===== src/rtl/octal_rr_arbiter.sv =====
// Round-robin arbiter for 8 requesters sharing one resource.
// Registered one-hot grant plus binary index; grants are held until the
// owner releases, with an optional hold limit that forces rotation when
// other requesters are waiting.
module octal_rr_arbiter #(
  parameter int unsigned MAX_HOLD = 16,
  parameter int unsigned HOLD_W   = 8
) (
  input  logic       clk,
  input  logic       rst_n,
  input  logic       en,
  input  logic [7:0] req,
  output logic [7:0] gnt,
  output logic [2:0] gnt_idx,
  output logic       gnt_valid,
  output logic       preempt
);

  typedef enum logic {
    IDLE,
    GRANT
  } state_t;

  // Value of the hold counter in the last cycle an owner may keep the grant
  // while others wait.
  localparam logic [HOLD_W-1:0] HOLD_LAST = HOLD_W'((MAX_HOLD == 0) ? 0 : MAX_HOLD - 1);

  state_t            state_q, state_d;
  logic [2:0]        owner_q, owner_d;
  logic [2:0]        ptr_q, ptr_d;
  logic [HOLD_W-1:0] hold_q, hold_d;
  logic              valid_q, valid_d;
  logic              preempt_q, preempt_d;
  logic [7:0]        gnt_q, gnt_d;

  logic [3:0]        pick_all;
  logic [3:0]        pick_oth;
  logic              own_req;

  // Rotating priority search: returns {found, index} of the first set bit
  // of cand, scanning start, start+1, ... modulo 8.
  function automatic logic [3:0] rr_pick(input logic [7:0] cand, input logic [2:0] start);
    logic [3:0] res;
    logic [2:0] idx;
    res = '0;
    for (int unsigned i = 0; i < 8; i++) begin
      idx = start + 3'(i);
      if (!res[3] && cand[idx]) res = {1'b1, idx};
    end
    return res;
  endfunction

  // Next-state logic: arbitration, release, hold counting and forced rotation.
  always_comb begin
    state_d   = state_q;
    owner_d   = owner_q;
    ptr_d     = ptr_q;
    hold_d    = hold_q;
    valid_d   = valid_q;
    preempt_d = 1'b0;

    pick_all = rr_pick(req, ptr_q);
    pick_oth = rr_pick(req & ~(8'b1 << owner_q), ptr_q);
    own_req  = req[owner_q];

    case (state_q)
      IDLE: begin
        if (en && pick_all[3]) begin
          state_d = GRANT;
          owner_d = pick_all[2:0];
          ptr_d   = pick_all[2:0] + 3'd1;
          hold_d  = '0;
          valid_d = 1'b1;
        end
      end
      GRANT: begin
        if (!own_req) begin
          if (en && pick_all[3]) begin
            owner_d = pick_all[2:0];
            ptr_d   = pick_all[2:0] + 3'd1;
            hold_d  = '0;
          end else begin
            state_d = IDLE;
            owner_d = '0;
            hold_d  = '0;
            valid_d = 1'b0;
          end
        end else if ((MAX_HOLD != 0) && (hold_q == HOLD_LAST)) begin
          hold_d = '0;
          if (en && pick_oth[3]) begin
            owner_d   = pick_oth[2:0];
            ptr_d     = pick_oth[2:0] + 3'd1;
            preempt_d = 1'b1;
          end
        end else if (hold_q != '1) begin
          hold_d = hold_q + 1'b1;
        end
      end
      default: begin
        state_d = IDLE;
        owner_d = '0;
        hold_d  = '0;
        valid_d = 1'b0;
      end
    endcase

    gnt_d = valid_d ? (8'b1 << owner_d) : '0;
  end

  // State and output registers with synchronous active-low reset.
  always_ff @(posedge clk) begin
    if (!rst_n) begin
      state_q   <= IDLE;
      owner_q   <= '0;
      ptr_q     <= '0;
      hold_q    <= '0;
      valid_q   <= 1'b0;
      preempt_q <= 1'b0;
      gnt_q     <= '0;
    end else begin
      state_q   <= state_d;
      owner_q   <= owner_d;
      ptr_q     <= ptr_d;
      hold_q    <= hold_d;
      valid_q   <= valid_d;
      preempt_q <= preempt_d;
      gnt_q     <= gnt_d;
    end
  end

  assign gnt       = gnt_q;
  assign gnt_idx   = owner_q;
  assign gnt_valid = valid_q;
  assign preempt   = preempt_q;

endmodule


===== config.mk =====
export PLATFORM = sky130hd
export DESIGN_NAME = octal_rr_arbiter
export DESIGN_NICKNAME = d
export VERILOG_FILES = /design/src/rtl/octal_rr_arbiter.sv
export SDC_FILE = /design/constraint.sdc
export NUM_CORES = 1
export LEC_CHECK = 0
export CORE_ASPECT_RATIO = 0.9
export CORE_MARGIN = 2
export CORE_UTILIZATION = 41
export DETAILED_ROUTE_END_ITERATION = 10
export PLACE_DENSITY = 0.6
export SLEW_MARGIN = 20
export SYNTH_ARGS = -nofsm -noshare
export SYNTH_HDL_FRONTEND = slang
export SYNTH_SLANG_ARGS = --single-unit

===== constraint.sdc =====
create_clock -name clk -period 4.2 [get_ports clk]
set_clock_uncertainty 0.15 [all_clocks]
set_input_delay 1.26 -clock clk [delete_from_list [all_inputs] [get_ports clk]]
set_output_delay 1.26 -clock clk [all_outputs]
set_load 0.03 [all_outputs]

=== Yosys cells after proc, flatten, opt, wreduce, memory -nomap -nowiden ===
Cells that the tools add are included.

* Bits in registers: 25
* Bits in latches: 0
* Bits in writable memories: 0
* ROM bits: 0
* Logic and storage cells: 145
* Memories: 0

* Add/subtract/negate cells: 10
* Multiply operators: 0
* Divide/modulo/power cells: 0
* Order comparisons: 9
* Equality and inequality tests: 6
* Shift operators: 2
* Mux-type cells: 74
* Bitwise gates (word level): 3
* Reduce and logical (&&, ||, !) cells: 34

{| class="wikitable"
|+ Operators by type and width
! operator !! count
|-
| $mux 4 || 16
|-
| $bmux 1 s3 || 17
|-
| $lt 3x4->1 const B || 9
|-
| $mux 8 || 4
|-
| $mux 3 || 9
|-
| $mux 1 || 23
|-
| $logic_and 1x1->1 || 16
|-
| $pmux 8 s2 || 1
|-
| $shl 1x3->8 const A || 2
|-
| $logic_not 1->1 || 14
|-
| $add 3x3->3 const B || 4
|-
| $pmux 3 s2 || 2
|-
| $add 3x1->3 const B || 3
|-
| $add 8x1->8 const B || 1
|-
| $and 8x8->8 || 1
|-
| $eq 8x4->1 const B || 1
|-
| $ne 8x8->1 const B || 1
|-
| $not 8->8 || 1
|-
| $add 3x2->3 const B || 2
|-
| $ne 3x2->1 const B || 2
|-
| $reduce_and 2->1 || 3
|-
| $ne 4x2->1 const B || 1
|-
| $pmux 1 s2 || 2
|-
| $reduce_and 4->1 || 1
|-
| other kinds (2) || 2
|}

=== Logic depth before layout (Yosys ltp) ===
* Depth after elaboration: 33
* Gate-level depth with buffers: 18

=== Least setup slack after synthesis ===
No wires, ideal clock.

* Kind: register to register
* From: register ptr_q[0]
* To: register gnt_q[3], in the netlist gnt[3]
* Library setup time: 0.114 ns
* Arrival time: 4.280 ns
* Data required time: 3.936 ns
* Setup slack: -0.344 ns
* Stages on the path, launching flop included: 16
* Path through: dfxtp_1 -> buf_2 -> buf_2 -> buf_2 -> buf_2 -> inv_1 -> ha_1 -> clkbuf_1 -> mux4_2 -> nor4_1 -> nand3_1 -> o31ai_1 -> nor2_1 -> a222oi_1 -> nand2b_1 -> nor2_1

* Longest elaborated chain between the ends: 30

{| class="wikitable"
|+ Ends and longest elaborated chain
! item !! RTL line !! source
|-
| from (decl) || 30 || <nowiki>logic [2:0] ptr_q, ptr_d;</nowiki>
|-
| from (signal assigned) || 123 || <nowiki>ptr_q <= ptr_d;</nowiki>
|-
| parallel branches: the longest is 30 deep, another holds $add 3x1->3 || - ||
|-
| to (signal assigned) || 127 || <nowiki>gnt_q <= gnt_d;</nowiki>
|-
| to (decl) || 34 || <nowiki>logic [7:0] gnt_q, gnt_d;</nowiki>
|}

Several ways; the timed one is not identified. The select of a mux whose other input is x is not followed.
A chain may end at the register's enable or synchronous reset.

=== Worst setup path after layout ===
* From: input req[3]
* To: register gnt_q[0], in the netlist gnt[0]

* Longest elaborated chain between the ends: 31

{| class="wikitable"
|+ Ends and longest elaborated chain
! item !! RTL line !! source
|-
| from (decl) || 12 || <nowiki>input logic [7:0] req,</nowiki>
|-
| $and 8x8->8 || 63 || <nowiki>pick_oth = rr_pick(req & ~(8'b1 << owner_q), ptr_q);</nowiki>
|-
| $bmux 1 s3 || 48 || <nowiki>if (!res[3] && cand[idx]) res = {1'b1, idx};</nowiki>
|-
| $mux 1 (implied by the code) || 48 ||
|-
| $mux 4 || 48 ||
|-
| $logic_not 1->1 || 48 ||
|-
| $logic_and 1x1->1 || 48 ||
|-
| $mux 4 || 48 ||
|-
| $logic_not 1->1 || 48 ||
|-
| (+15 left out) || - ||
|-
| $logic_and 1x1->1 || 48 ||
|-
| $mux 4 || 48 ||
|-
| $logic_and 1x1->1 || 90 || <nowiki>if (en && pick_oth[3]) begin</nowiki>
|-
| $mux 3 || 90 ||
|-
| $mux 3 || 88 || <nowiki>end else if ((MAX_HOLD != 0) && (hold_q == HOLD_LAST)) begin</nowiki>
|-
| $mux 3 || 77 || <nowiki>if (!own_req) begin</nowiki>
|-
| $pmux 3 s2 || 66 || <nowiki>case (state_q)</nowiki>
|-
| $shl 1x3->8 || 107 || <nowiki>gnt_d = valid_d ? (8'b1 << owner_d) : '0;</nowiki>
|}

Several ways; a longest one is shown, not always the timed one. The select of a mux whose other input is x is not followed.

==> metrics.md <==
| Metric | Value |
|---|---|
| EDFF count, synth | 0 |
| Average wire per standard cell | approximately 17 microns |
| Most numerous cell in the Yosys netlist | nand2_1 |
| Synthesized cell area | 0.00293 sq mm |
| Final Util | a little under three fifths |
| Initial antenna violation count | 0 |
| Final WL | 8950 microns |
| DR iter-0 viols | 360 |
| Design area | 0.00390 sq mm |
| IO Port Bufs | 23 |
| RSZ-0062 raised after global routing | no |
| Yosys reg bits | 25 |
| Overall global routing resource usage | 23.0% |
| Primary FF master, synth | dfxtp_1 |
| Setup TNS | 0 ns |
| Crit path DAT | 4.06 ns |
| Max Cap Violations | 0 |
| Final Hold Viols | 0 |
| Number of inserted diodes | 0 |
| Final Max Slew Viols | 0 |
| Clock buffer depth | 2 |
| P&R area growth vs syn | 33.1% |
| Max H-tree Level | 1 |
| Critical Path RT | 4.22 ns |
| Reg-to-reg setup timing slack | roughly 0.44 ns |
| Final #Nets | 456 |
| Avg Cell Area, Syn | slightly above 8 sq um |
| Gr ovfl total | 0 |
| First-pass GRT wire length | 14900 microns |
| # rows | 29 |
| FMAX | 248 MHz |
| Die Footprint | roughly 0.0078 sq mm |
| VDD IR max | 0.386 mV |
| Pre-CTS setup slack | -0.488 ns |
| Leakage | approximately 1.5 nW |
| Worst Setup Path Type | input port to flip-flop |
| Synth area leaders | dfxtp_1 17%, mux4_2 10%, mux2i_1 5.8% |
| Worst-skew pair later-pin latency | 0.27 ns |
| Detailed Place HPWL | 7010 microns |
| Mapped Nets | 369 |
| Fin worst setup slack | roughly 0.16 ns |
| Commonest cells post-synth | 44 x nand2_1, 25 x dfxtp_1, 25 x nor2_1, 18 x nand2b_1 |
| Worst-path maximum fanout | 6 |
| Vias per cell | 5.98 |
| CTS tree | done |
| Finish-stage setup viols | 0 |
| Core ar. | 0.00700 sq mm |
| Clk sinks | 25 |
| Register area share after synthesis | 17.1% |
| Period utilization | 96.2% |
| Clock slew at reported path FFs | roughly 0.09 ns |
| Type of origin of the critical path | input port |
| I/O pin total | 24 |
| CP endpoint kind | flip-flop |
| Num CTS Buffers | 3 |
| Routed Antenna Nets | 0 |
| Final Hold Slack | 0.375 ns |
| Synth top area share | 17.1% |
| Root buf cell | clkbuf_8 |
| Post-synth ARST share | 0% |
| Status | completed |
| Post-synth top area cell | dfxtp_1 |
| Warnings, synthesis | 0 |
| TritonRoute pass-1 iters | 5 |
| Cts hold-fix bufs | 0 |
| Placed Area | 0.00378 sq mm |
| Minimum clock period | slightly above 4 ns |
| Slew @ Worst Pin | 0.678 ns |
| Die Wd | 93.1 microns |
| DRC | 0 |
| Via Count | 3189 |
| Vias in the first global route | 2950 |
| Count of cell types in the netlist | 70 |
| Starting Density | around two fifths |
| Post-Syn Instances | 354 |
| HP Class | flip-flop to flip-flop |
| Die H | 84.2 microns |
| Layout cells sized above 1 | 29.1% |
| Largest net degree at the start of global routing | 37 |
| Global placement routability congestion | 0.904 |
| Pwr dens | 799 mW/mm^2 |
| Max_slew headroom | 54.6% |
## placed cells by master, fill, tap and decap left out, types with 4 or more instances in the layout
master and count:
a211oi_1 4, a21oi_1 16, a31oi_1 4, and2_1 5
and3_1 6, buf_4 78, clkdlybuf4s50_1 15, dfxtp_1 25
dlygate4sd2_1 7, ha_1 4, inv_1 9, mux2_2 4
mux2i_1 15, mux4_1 4, mux4_2 13, nand2_1 43
nand2b_1 18, nand3_1 4, nor2_1 25, nor2b_1 5
nor3_1 4, nor3b_2 4, o211ai_1 7, o21a_1 4
o21ai_0 17, o221ai_1 6, o22ai_1 10, xnor2_1 7
xor2_1 7
## final timing paths
| path | startpoint | endpoint | depth (start not counted) |
|---|---|---|---|
| worst max-delay path | req[3] | gnt[0]$_SDFF_PP0_ | 11 |
| worst min-delay path | gnt_valid$_SDFF_PN0_ | gnt_valid$_SDFF_PN0_ | 2 |
| worst max register to register | ptr_q[1]$_SDFFE_PN0P_ | gnt[0]$_SDFF_PP0_ | 11 |
| worst min register to register | gnt_valid$_SDFF_PN0_ | gnt_valid$_SDFF_PN0_ | 2 |
## worst max-delay path, cell delays in order
cell and delay [ns]:
clkdlybuf4s15_1 0.28, nand2b_1 0.19, o22ai_2 0.10, mux4_2 0.49, or3_4 0.44, nor4b_2 0.34, a21oi_1 0.07, a221o_1 0.39
a31oi_2 0.29, nand2b_1 0.17, nor2_1 0.05
## final cells by class
type	instances	area, sq um
clock inverters	1	7.51
well taps	93	116
clock buffers	3	41.3
fillers	638	3100
flip-flops and latches	25	500
multi-input cells	299	2390
repair buffers	101	807
inverters	11	41.3
## sequential cells by signal, summed over array words and instances (netlist names)
register   flops
gnt            8
hold_q         8
gnt_idx        3
ptr_q          3
gnt_valid      1
preempt        1
state_q        1
## cells by family after synthesis
group	count (synthesis)	share of synthesized area, %
XOR/XNOR	14	4.19
flip-flops	25	17.1
AND/OR/NAND/NOR	136	24.6
adder cells (fa/ha/maj)	4	1.71
AO/OA/AOI/OAI	107	27.1
multiplexers	38	20.9
buffers and inverters	30	4.44
## metal layers
metal / global-route usage [%] / vias up / share of wire [%]
li1: - / 1537 / -
met1: 35.7 / 1542 / 48
met2: 36.3 / 108 / 46
met3: 1.89 / 2 / 6.0
met4: 1.87 / 0 / 0.23
met5: 0 / - / 0
## power by group
part	leakage, nW	internal (mW)	switching, mW
clock network	0.0217	0.0672	0.0791
logic	1.32	1.26	1.36
registers	0.203	0.273	0.0707
total	1.54	1.60	1.51
## per-stage QoR
stage                     instances  power, mW
final                           533       3.12
after global routing            533       3.35
after CTS                       533       3.08
after detailed placement        528       2.84
after global placement          528       2.82
after floorplan                 354       1.94
## what timing repair did
item	CTS	global route
buffers inserted	1	0
pin swaps	2	1
endpoints found under the hold margin	0	0
gates resized for setup	19	3
cloned	0	0
setup endpoints to repair	19	5
No activity file was read; power rests on OpenSTA's default activity.
